## src/rtl/axis_upsizer_pkg.sv

```systemverilog
`default_nettype none
// ============================================================================
// Module      : axis_upsizer_pkg
// Description : Shared constants and helpers for the AXI-Stream upsizer family.
// Revision    : 1.0 - initial release
// ============================================================================
package axis_upsizer_pkg;

    localparam int c_ratio_min = 2;
    localparam int c_ratio_max = 16;

    // Beat counter width; never narrower than one bit.
    function automatic int cnt_width(input int ratio);
        return (ratio <= 2) ? 1 : $clog2(ratio);
    endfunction

    // Beat k of a group lands in lane RATIO-1-k (first beat is most significant).
    function automatic int lane_of(input int ratio, input int beat);
        return ratio - 1 - beat;
    endfunction

endpackage
`default_nettype wire

```

## src/rtl/axis_out_reg.sv

```systemverilog
`default_nettype none
// ============================================================================
// Module      : axis_out_reg
// Description : AXI-Stream output register stage with load and handshake clear.
// Revision    : 1.0 - initial release
// ============================================================================
module axis_out_reg #(
    parameter int DW = 32,
    parameter int KW = 4
) (
    input  logic          aclk,
    input  logic          aresetn,
    input  logic          load,
    input  logic [DW-1:0] load_data,
    input  logic [KW-1:0] load_keep,
    input  logic          load_last,
    input  logic          out_tready,
    output logic [DW-1:0] out_tdata,
    output logic          out_tvalid,
    output logic [KW-1:0] out_tkeep,
    output logic          out_tlast
);

    logic [DW-1:0] r_data;
    logic [KW-1:0] r_keep;
    logic          r_last;
    logic          r_valid;

    // A load wins over the handshake clear so back-to-back beats leave no bubble.
    always_ff @(posedge aclk or negedge aresetn) begin
        if (!aresetn) begin
            r_data  <= '0;
            r_keep  <= '0;
            r_last  <= 1'b0;
            r_valid <= 1'b0;
        end else if (load) begin
            r_data  <= load_data;
            r_keep  <= load_keep;
            r_last  <= load_last;
            r_valid <= 1'b1;
        end else if (r_valid && out_tready) begin
            r_valid <= 1'b0;
        end
    end

    assign out_tdata  = r_data;
    assign out_tkeep  = r_keep;
    assign out_tlast  = r_last;
    assign out_tvalid = r_valid;

endmodule
`default_nettype wire

```

## src/rtl/axis_upsizer_n.sv

```systemverilog
`default_nettype none
// ============================================================================
// Module      : axis_upsizer_n
// Description : Packs RATIO input beats of N bytes into one N*RATIO byte beat.
//               Define AXIS_UPSIZER_TLAST_EN to flush partial groups on in_tlast.
// Revision    : 1.0 - initial release
// ============================================================================
module axis_upsizer_n
    import axis_upsizer_pkg::*;
#(
    parameter int N     = 5,
    parameter int RATIO = 4,
    parameter int NB    = N * 8
) (
    input  logic                aclk,
    input  logic                aresetn,
    input  logic [NB-1:0]       in_tdata,
    input  logic                in_tvalid,
    output logic                in_tready,
    input  logic                in_tlast,
    output logic [NB*RATIO-1:0] out_tdata,
    output logic                out_tvalid,
    input  logic                out_tready,
    output logic [RATIO-1:0]    out_tkeep,
    output logic                out_tlast
);

    localparam int c_cnt_w = cnt_width(RATIO);

    if (RATIO < c_ratio_min || RATIO > c_ratio_max) begin : g_ratio_check
        $error("axis_upsizer_n: RATIO out of legal range");
    end

    logic [c_cnt_w-1:0]  r_cnt;
    logic [NB-1:0]       r_acc [RATIO-1:1];
    logic [c_cnt_w-1:0]  w_lane;
    logic                w_flush;
    logic                w_final;
    logic                w_in_hs;
    logic                w_load;
    logic [NB*RATIO-1:0] w_data;
    logic [RATIO-1:0]    w_keep;

`ifdef AXIS_UPSIZER_TLAST_EN
    assign w_flush = in_tlast;
`else
    logic w_unused_tlast;
    assign w_unused_tlast = in_tlast;
    assign w_flush        = 1'b0;
`endif

    assign w_lane    = c_cnt_w'(lane_of(RATIO, int'(r_cnt)));
    assign w_final   = (r_cnt == c_cnt_w'(RATIO - 1)) || w_flush;
    assign in_tready = !w_final || !out_tvalid || out_tready;
    assign w_in_hs   = in_tvalid && in_tready;
    assign w_load    = w_in_hs && w_final;

    always_ff @(posedge aclk or negedge aresetn) begin
        if (!aresetn) begin
            r_cnt <= '0;
        end else if (w_in_hs) begin
            r_cnt <= w_final ? '0 : r_cnt + 1'b1;
        end
    end

    // Lane 0 is only ever filled by a final beat, so it needs no storage.
    always_ff @(posedge aclk) begin
        if (w_in_hs && !w_final) begin
            for (int l = 1; l < RATIO; l++) begin
                if (w_lane == c_cnt_w'(l)) begin
                    r_acc[l] <= in_tdata;
                end
            end
        end
    end

    // Lanes below the final beat's lane stay zero so stale accumulator data never leaks.
    always_comb begin
        w_data = '0;
        w_keep = '0;
        if (w_lane == '0) begin
            w_data[NB-1:0] = in_tdata;
            w_keep[0]      = 1'b1;
        end
        for (int l = 1; l < RATIO; l++) begin
            if (w_lane == c_cnt_w'(l)) begin
                w_data[l*NB +: NB] = in_tdata;
                w_keep[l]          = 1'b1;
            end else if (c_cnt_w'(l) > w_lane) begin
                w_data[l*NB +: NB] = r_acc[l];
                w_keep[l]          = 1'b1;
            end
        end
    end

    axis_out_reg #(
        .DW (NB * RATIO),
        .KW (RATIO)
    ) u_out_reg (
        .aclk       (aclk),
        .aresetn    (aresetn),
        .load       (w_load),
        .load_data  (w_data),
        .load_keep  (w_keep),
        .load_last  (w_flush),
        .out_tready (out_tready),
        .out_tdata  (out_tdata),
        .out_tvalid (out_tvalid),
        .out_tkeep  (out_tkeep),
        .out_tlast  (out_tlast)
    );

endmodule
`default_nettype wire

```

## config.mk

```make
export PLATFORM = sky130hd
export DESIGN_NAME = axis_upsizer_n
export DESIGN_NICKNAME = d
export VERILOG_FILES = /design/src/rtl/axis_upsizer_pkg.sv /design/src/rtl/axis_out_reg.sv /design/src/rtl/axis_upsizer_n.sv
export SDC_FILE = /design/constraint.sdc
export NUM_CORES = 1
export LEC_CHECK = 0
export CAP_MARGIN = 15
export CORE_ASPECT_RATIO = 1.5
export CORE_MARGIN = 2
export CORE_UTILIZATION = 45
export CTS_BUF_LIST = sky130_fd_sc_hd__clkbuf_16
export DETAILED_ROUTE_END_ITERATION = 10
export PLACE_DENSITY_LB_ADDON = 0.1
export SYNTH_ARGS = -nofsm -noshare
export SYNTH_HDL_FRONTEND = slang
export SYNTH_SLANG_ARGS = --single-unit
```

## constraint.sdc

```tcl
create_clock -name aclk -period 2 [get_ports aclk]
set_input_delay 0.4 -clock aclk [delete_from_list [all_inputs] [get_ports aclk]]
set_output_delay 0.4 -clock aclk [all_outputs]
set_load 0.01 [all_outputs]
```

# [Word level (Yosys, flattened, before mapping)]
# Memory sizes are Yosys's and may differ from the RTL's. A register that Yosys moved wholly into a read port is not among the register bits.
# Cells that the tools add are included.
[totals] inputBits=45 wordCells=61 mem_bits_rw=120 n_memories=1 output_inout_bits=167 register_bits=167
[classes] add_sub_neg=2 muxes=32 reduce_logical=15 eq_ne=4 order_cmp=3
[memory_table] name="r_acc" depth=3 width=40 read_ports=3 rd_ports_with_merged_regs=3 wr=1 line_no="axis_upsizer_n.sv:35" text="logic [NB-1:0] r_acc [RATIO-1:1];"
[op_table] cell="$mux 40" count=9
[op_table] cell="$reduce_or 40->1" count=2
[op_table] cell="$mux 1" count=20
[op_table] cell="$eq 2x2->1 const B" count=3
[op_table] cell="$mux 2" count=3
[op_table] cell="$logic_not 1->1" count=5
[op_table] cell="$gt 2x2->1 const A" count=2
[op_table] cell="$logic_and 1x1->1" count=4
[op_table] cell="$add 2x1->2 const B" count=1
[op_table] cell="$eq 2x1->1 const B" count=1
[op_table] cell="$gt 1x2->1 const A" count=1
[op_table] cell="$logic_not 2->1" count=1
[op_table] cell="$logic_or 1x1->1" count=2
[op_table] cell="$reduce_bool 2->1" count=1
[op_table] cell="$sub 2x2->2 const A" count=1

# [Logic depth before layout (Yosys ltp)]
[depth] ltp_word=11 depth_mapped=6

# [Cells and area by module]
# Synthesis repeated with hierarchy kept, for this count alone.
[hier_totals] cells_unflattened=691 area_unflattened_um2=11651.2
[by_module_without_submodules] mod="axis_out_reg" area_per_inst_um2=6206.0 instances=1 seq_area_each_um2=4154.0 cells_each=351
[by_module_without_submodules] mod="axis_upsizer_n" area_per_inst_um2=5445.2 instances=1 seq_area_each_um2=3653.5 cells_each=340

# [Worst setup path after synthesis]
# Ideal clock, no wire load.
[synth_timing] path_kind="reg-to-reg" start="register r_cnt[0]" end="memory r_acc[1][0] (netlist bit), enable pin" path_stages_with_launch=4 setup_ps=401 period_less_slack_ps=2224 slack_ps=-224 path_buffers=0 required_ps=1599 t_arrival_ps=1823 path_cell_list="dfrtp_1 -> ha_1 -> nor2b_1 -> and2_1"
[synth_between] elab_chain_cells=11
[synth_rtl] item="from (decl)" line_no="axis_upsizer_n.sv:34" text="logic [c_cnt_w-1:0] r_cnt;"
[synth_rtl] item="from (signal assigned)" line_no="axis_upsizer_n.sv:62" text="r_cnt <= w_final ? '0 : r_cnt + 1'b1;"
[synth_rtl] item="parallel branches: the longest is 11 deep, another holds $sub 2x2->2"
[synth_rtl] item="to (decl)" line_no="axis_upsizer_n.sv:35"
# Parallel ways; which one is timed is not known.

# [Worst setup path in the final report]
[layout_timing] start="register r_cnt[0]" end="output port in_tready"
[layout_between] elab_chain_cells=4
[layout_rtl] item="$eq 2x2->1" line_no="axis_upsizer_n.sv:53" text="assign w_final = (r_cnt == c_cnt_w'(RATIO - 1)) || w_flush;"
[layout_rtl] item="$logic_not 1->1" line_no="axis_upsizer_n.sv:54" text="assign in_tready = !w_final || !out_tvalid || out_tready;"
[layout_rtl] item="$logic_or 1x1->1 (2 in a row)" line_no="axis_upsizer_n.sv:54"
[layout_rtl] item="to (decl)" line_no="axis_upsizer_n.sv:19" text="output logic in_tready,"
# Every way passes these cells.

==> flow_metrics.tcl <==
set metrics [dict create \
    status "finished, final reports clean" \
    grt_usage_pct 17.2 \
    place_hpwl_um 13900 \
    dp.cells 1001 \
    io_buffers 209 \
    root_buffer "clkbuf_16" \
    fp.dieW_um 129 \
    drt-met1-wl_um 8380 \
    drt-pass1-iter-count 4 \
    p_leak_uw 0.00567 \
    grt_pass1_vias 5837 \
    fin_nets 802 \
    drive_gt1_share_pct 32.2 \
    period_needed_ns 1.90 \
    synth_xor_area_share_pct 0 \
    area_growth_pct 34.4 \
    core-area_um2 23000 \
    cap_violations 0 \
    syn-cell-area_um2 10500 \
    top_layer_used "met4" \
    overflow 0 \
    synthAdderAreaFrac_pct 0.478 \
    cts_inserted_buffers 27 \
    placed_area_um2 13100 \
    finalSetupViolations 0 \
    ys_types 25 \
    wl_per_cell_um 19.6 \
    synthCells 493 \
    stdcell_count 1053 \
    reg2reg_slack_ns 0.31 \
    place_ws_ns -0.134 \
    cts_sinks 287 \
    antenna_found_initial 0 \
    drt_iter0_drc 196 \
    required_ns 1.60 \
    syn-num-nets 542 \
    place_congestion 0.724 \
    dieHeight_um 191 \
    wl_met2_um 10500 \
    vias_per_cell 4.91 \
    synth_top_family_by_area "multiplexers" \
    path_clk_slew_ns 0.07 \
    critPathMaxFanout 3 \
    final_util_pct 61.3 \
    timing.final.crit_share_pct 95.2 \
    htree_levels 1 \
    yosys_warnings 0 \
    io-pin-count 212 \
    cts_buffer_depth 3 \
    drv_slew 0 \
    grt_pass1_wl_um 32900 \
    rsz0062_at_grt "false" \
    hold_violations 0 \
    critical_path_class "register to output pin" \
    die_area_um2 24600 \
    synth_compound_area_share_pct 0.191 \
    worst_ep_arrival_time_ns 1.50 \
    final.setup_skew_ns 0.00773 \
    clk_latency_ns 0.52 \
    final_area_um2 14100 \
    wl_met3_um 1210 \
    end_kind "output pin" \
    cts_tree "yes" \
    ys_seq_elements 287 \
    grt_max_degree 69 \
    setup_slack_ns 0.0953 \
    synth.mux.area_fraction_pct 21.0 \
    drc 0 \
    synthSimpleGateAreaFrac_pct 0.788 \
    fmax_mhz 525 \
    p_per_area_nw_per_um2 1680 \
    diodes 0 \
    reg2reg_depth 6 \
    syn_area_per_cell_um2 21.3 \
    totalWireLength_um 20600 \
    synth_seq_area_share_pct 74.3 \
    crit_path_start_kind "register" \
    antenna_left 0 \
    vdd_drop_max_uv 922 \
    placementRows 68 \
    timing.rr.end "u_out_reg.out_tdata[115]$_DFFE_PN0P_" \
    min_path_type "input port to asynchronous set/reset pin" \
    finalSetupTns_ns 0 \
    worstReg2RegStart "r_cnt[1]$_DFFE_PN0N_" \
    start_util_pct 45.6 \
    dr_total_vias 5168 \
]
[placed cells by master, fill, tap and decap left out, types with 4 or more instances in the layout]
cell type          n
edfxtp_1         120
mux2_4           100
clkdlybuf4s50_1  207
dfrtp_1          167
clkinv_1           4
clkinv_2           5
clkbuf_16         28
mux2_1             4
mux2_2            56
buf_12            17
buf_4             23
bufinv_16          6
inv_1              6
[critical path: stages (launching register included)]
cell	delay [ns]
dfrtp_1	0.38
ha_2	0.21
nand3b_1	0.14
clkdlybuf4s15_1	0.26
[worst max path at each step]
| stage | startpoint | end | slack, ns | depth (start not counted) |
|---|---|---|---|---|
| 6_report | r_cnt[0]$_DFFE_PN0N_ | in_tready | 0.1 | 3 |
| 3_5_place_dp | in_tvalid | u_out_reg.out_tdata[115]$_DFFE_PN0P_ | -0.13 | 6 |
| 4_1_cts | r_cnt[0]$_DFFE_PN0N_ | in_tready | 0.01 | 3 |
| 3_3_place_gp | in_tvalid | u_out_reg.out_tdata[115]$_DFFE_PN0P_ | -0.11 | 6 |
| 2_1_floorplan | r_cnt[0]$_DFFE_PN0N_ | r_acc[1][0]$_DFFE_PP_ | 0.20 | 3 |
| 5_1_grt | r_cnt[0]$_DFFE_PN0N_ | in_tready | 0.03 | 3 |
[sequential cells by signal, indices dropped and copies added, names as in the netlist]
signal / cells
u_out_reg.out_tvalid: 1
u_out_reg.out_tkeep: 4
r_cnt: 2
r_acc: 120
u_out_reg.out_tdata: 160
[routing by layer]
metal | global-route usage, % | vias up
met5 | 0 | -
met2 | 29.3 | 159
li1 | - | 2310
met1 | 22.1 | 2665
met4 | 4.81 | 0
met3 | 3.81 | 34
[cells by family after synthesis]
| family | after synthesis |
|---|---|
| compound gates | 3 |
| fa+ha+maj | 4 |
| buf+inv | 23 |
| flops | 287 |
| mux | 162 |
| other cells | 1 |
| simple gates | 13 |
[through the flow]
stage                     power [uW]  hold slack (ns)
after CTS                      24000            0.291
after global placement         18200            0.281
final                          23700            0.307
after global routing           24900            0.304
after detailed placement       18400            0.287
after floorplan                13700            0.104
[power by group]
part | internal [uW] | switching [uW]
clock | 3310 | 2150
combinational | 5580 | 3130
sequential | 8400 | 1120
total | 17300 | 6400
[cell usage after synthesis]
master	number	area (um2)
mux2_2	56	631
nand2_2	1	6.26
nor2b_4	1	13.8
and2_1	3	18.8
nand2b_1	1	6.26
a31o_2	1	8.76
conb_1	1	3.75
dfrtp_1	167	4180
nor2b_1	1	6.26
a21oi_1	1	5.00
mux2i_1	2	20.0
edfxtp_1	120	3600
buf_12	11	220
nand3b_1	1	7.51
mux2_4	100	1500
or2_2	2	12.5
nand2_1	1	3.75
buf_6	1	11.3
nor2_1	2	7.51
mux2_1	4	45.0
ha_1	4	50.1
buf_4	1	7.51
buf_8	6	90.1
inv_1	4	15.0
a31oi_1	1	6.26
[final cells by class]
class / count / area [um2]
Fill cell: 1689 / 8890
Clock inverter: 21 / 259
Tap cell: 280 / 350
Clock buffer: 28 / 701
Timing Repair Buffer: 250 / 2620
Sequential cell: 287 / 7780
Multi-Input combinational cell: 183 / 2360
Inverter: 4 / 15.0
[repair_timing]
action,in CTS,in global routing
hold buffers,1,0
buffers inserted,2,0
pin swaps,0,0
endpoints found under the setup margin,1,1
hold endpoints to repair,23,0
gates resized for setup,2,1
No activity file was read; power rests on OpenSTA's default activity.
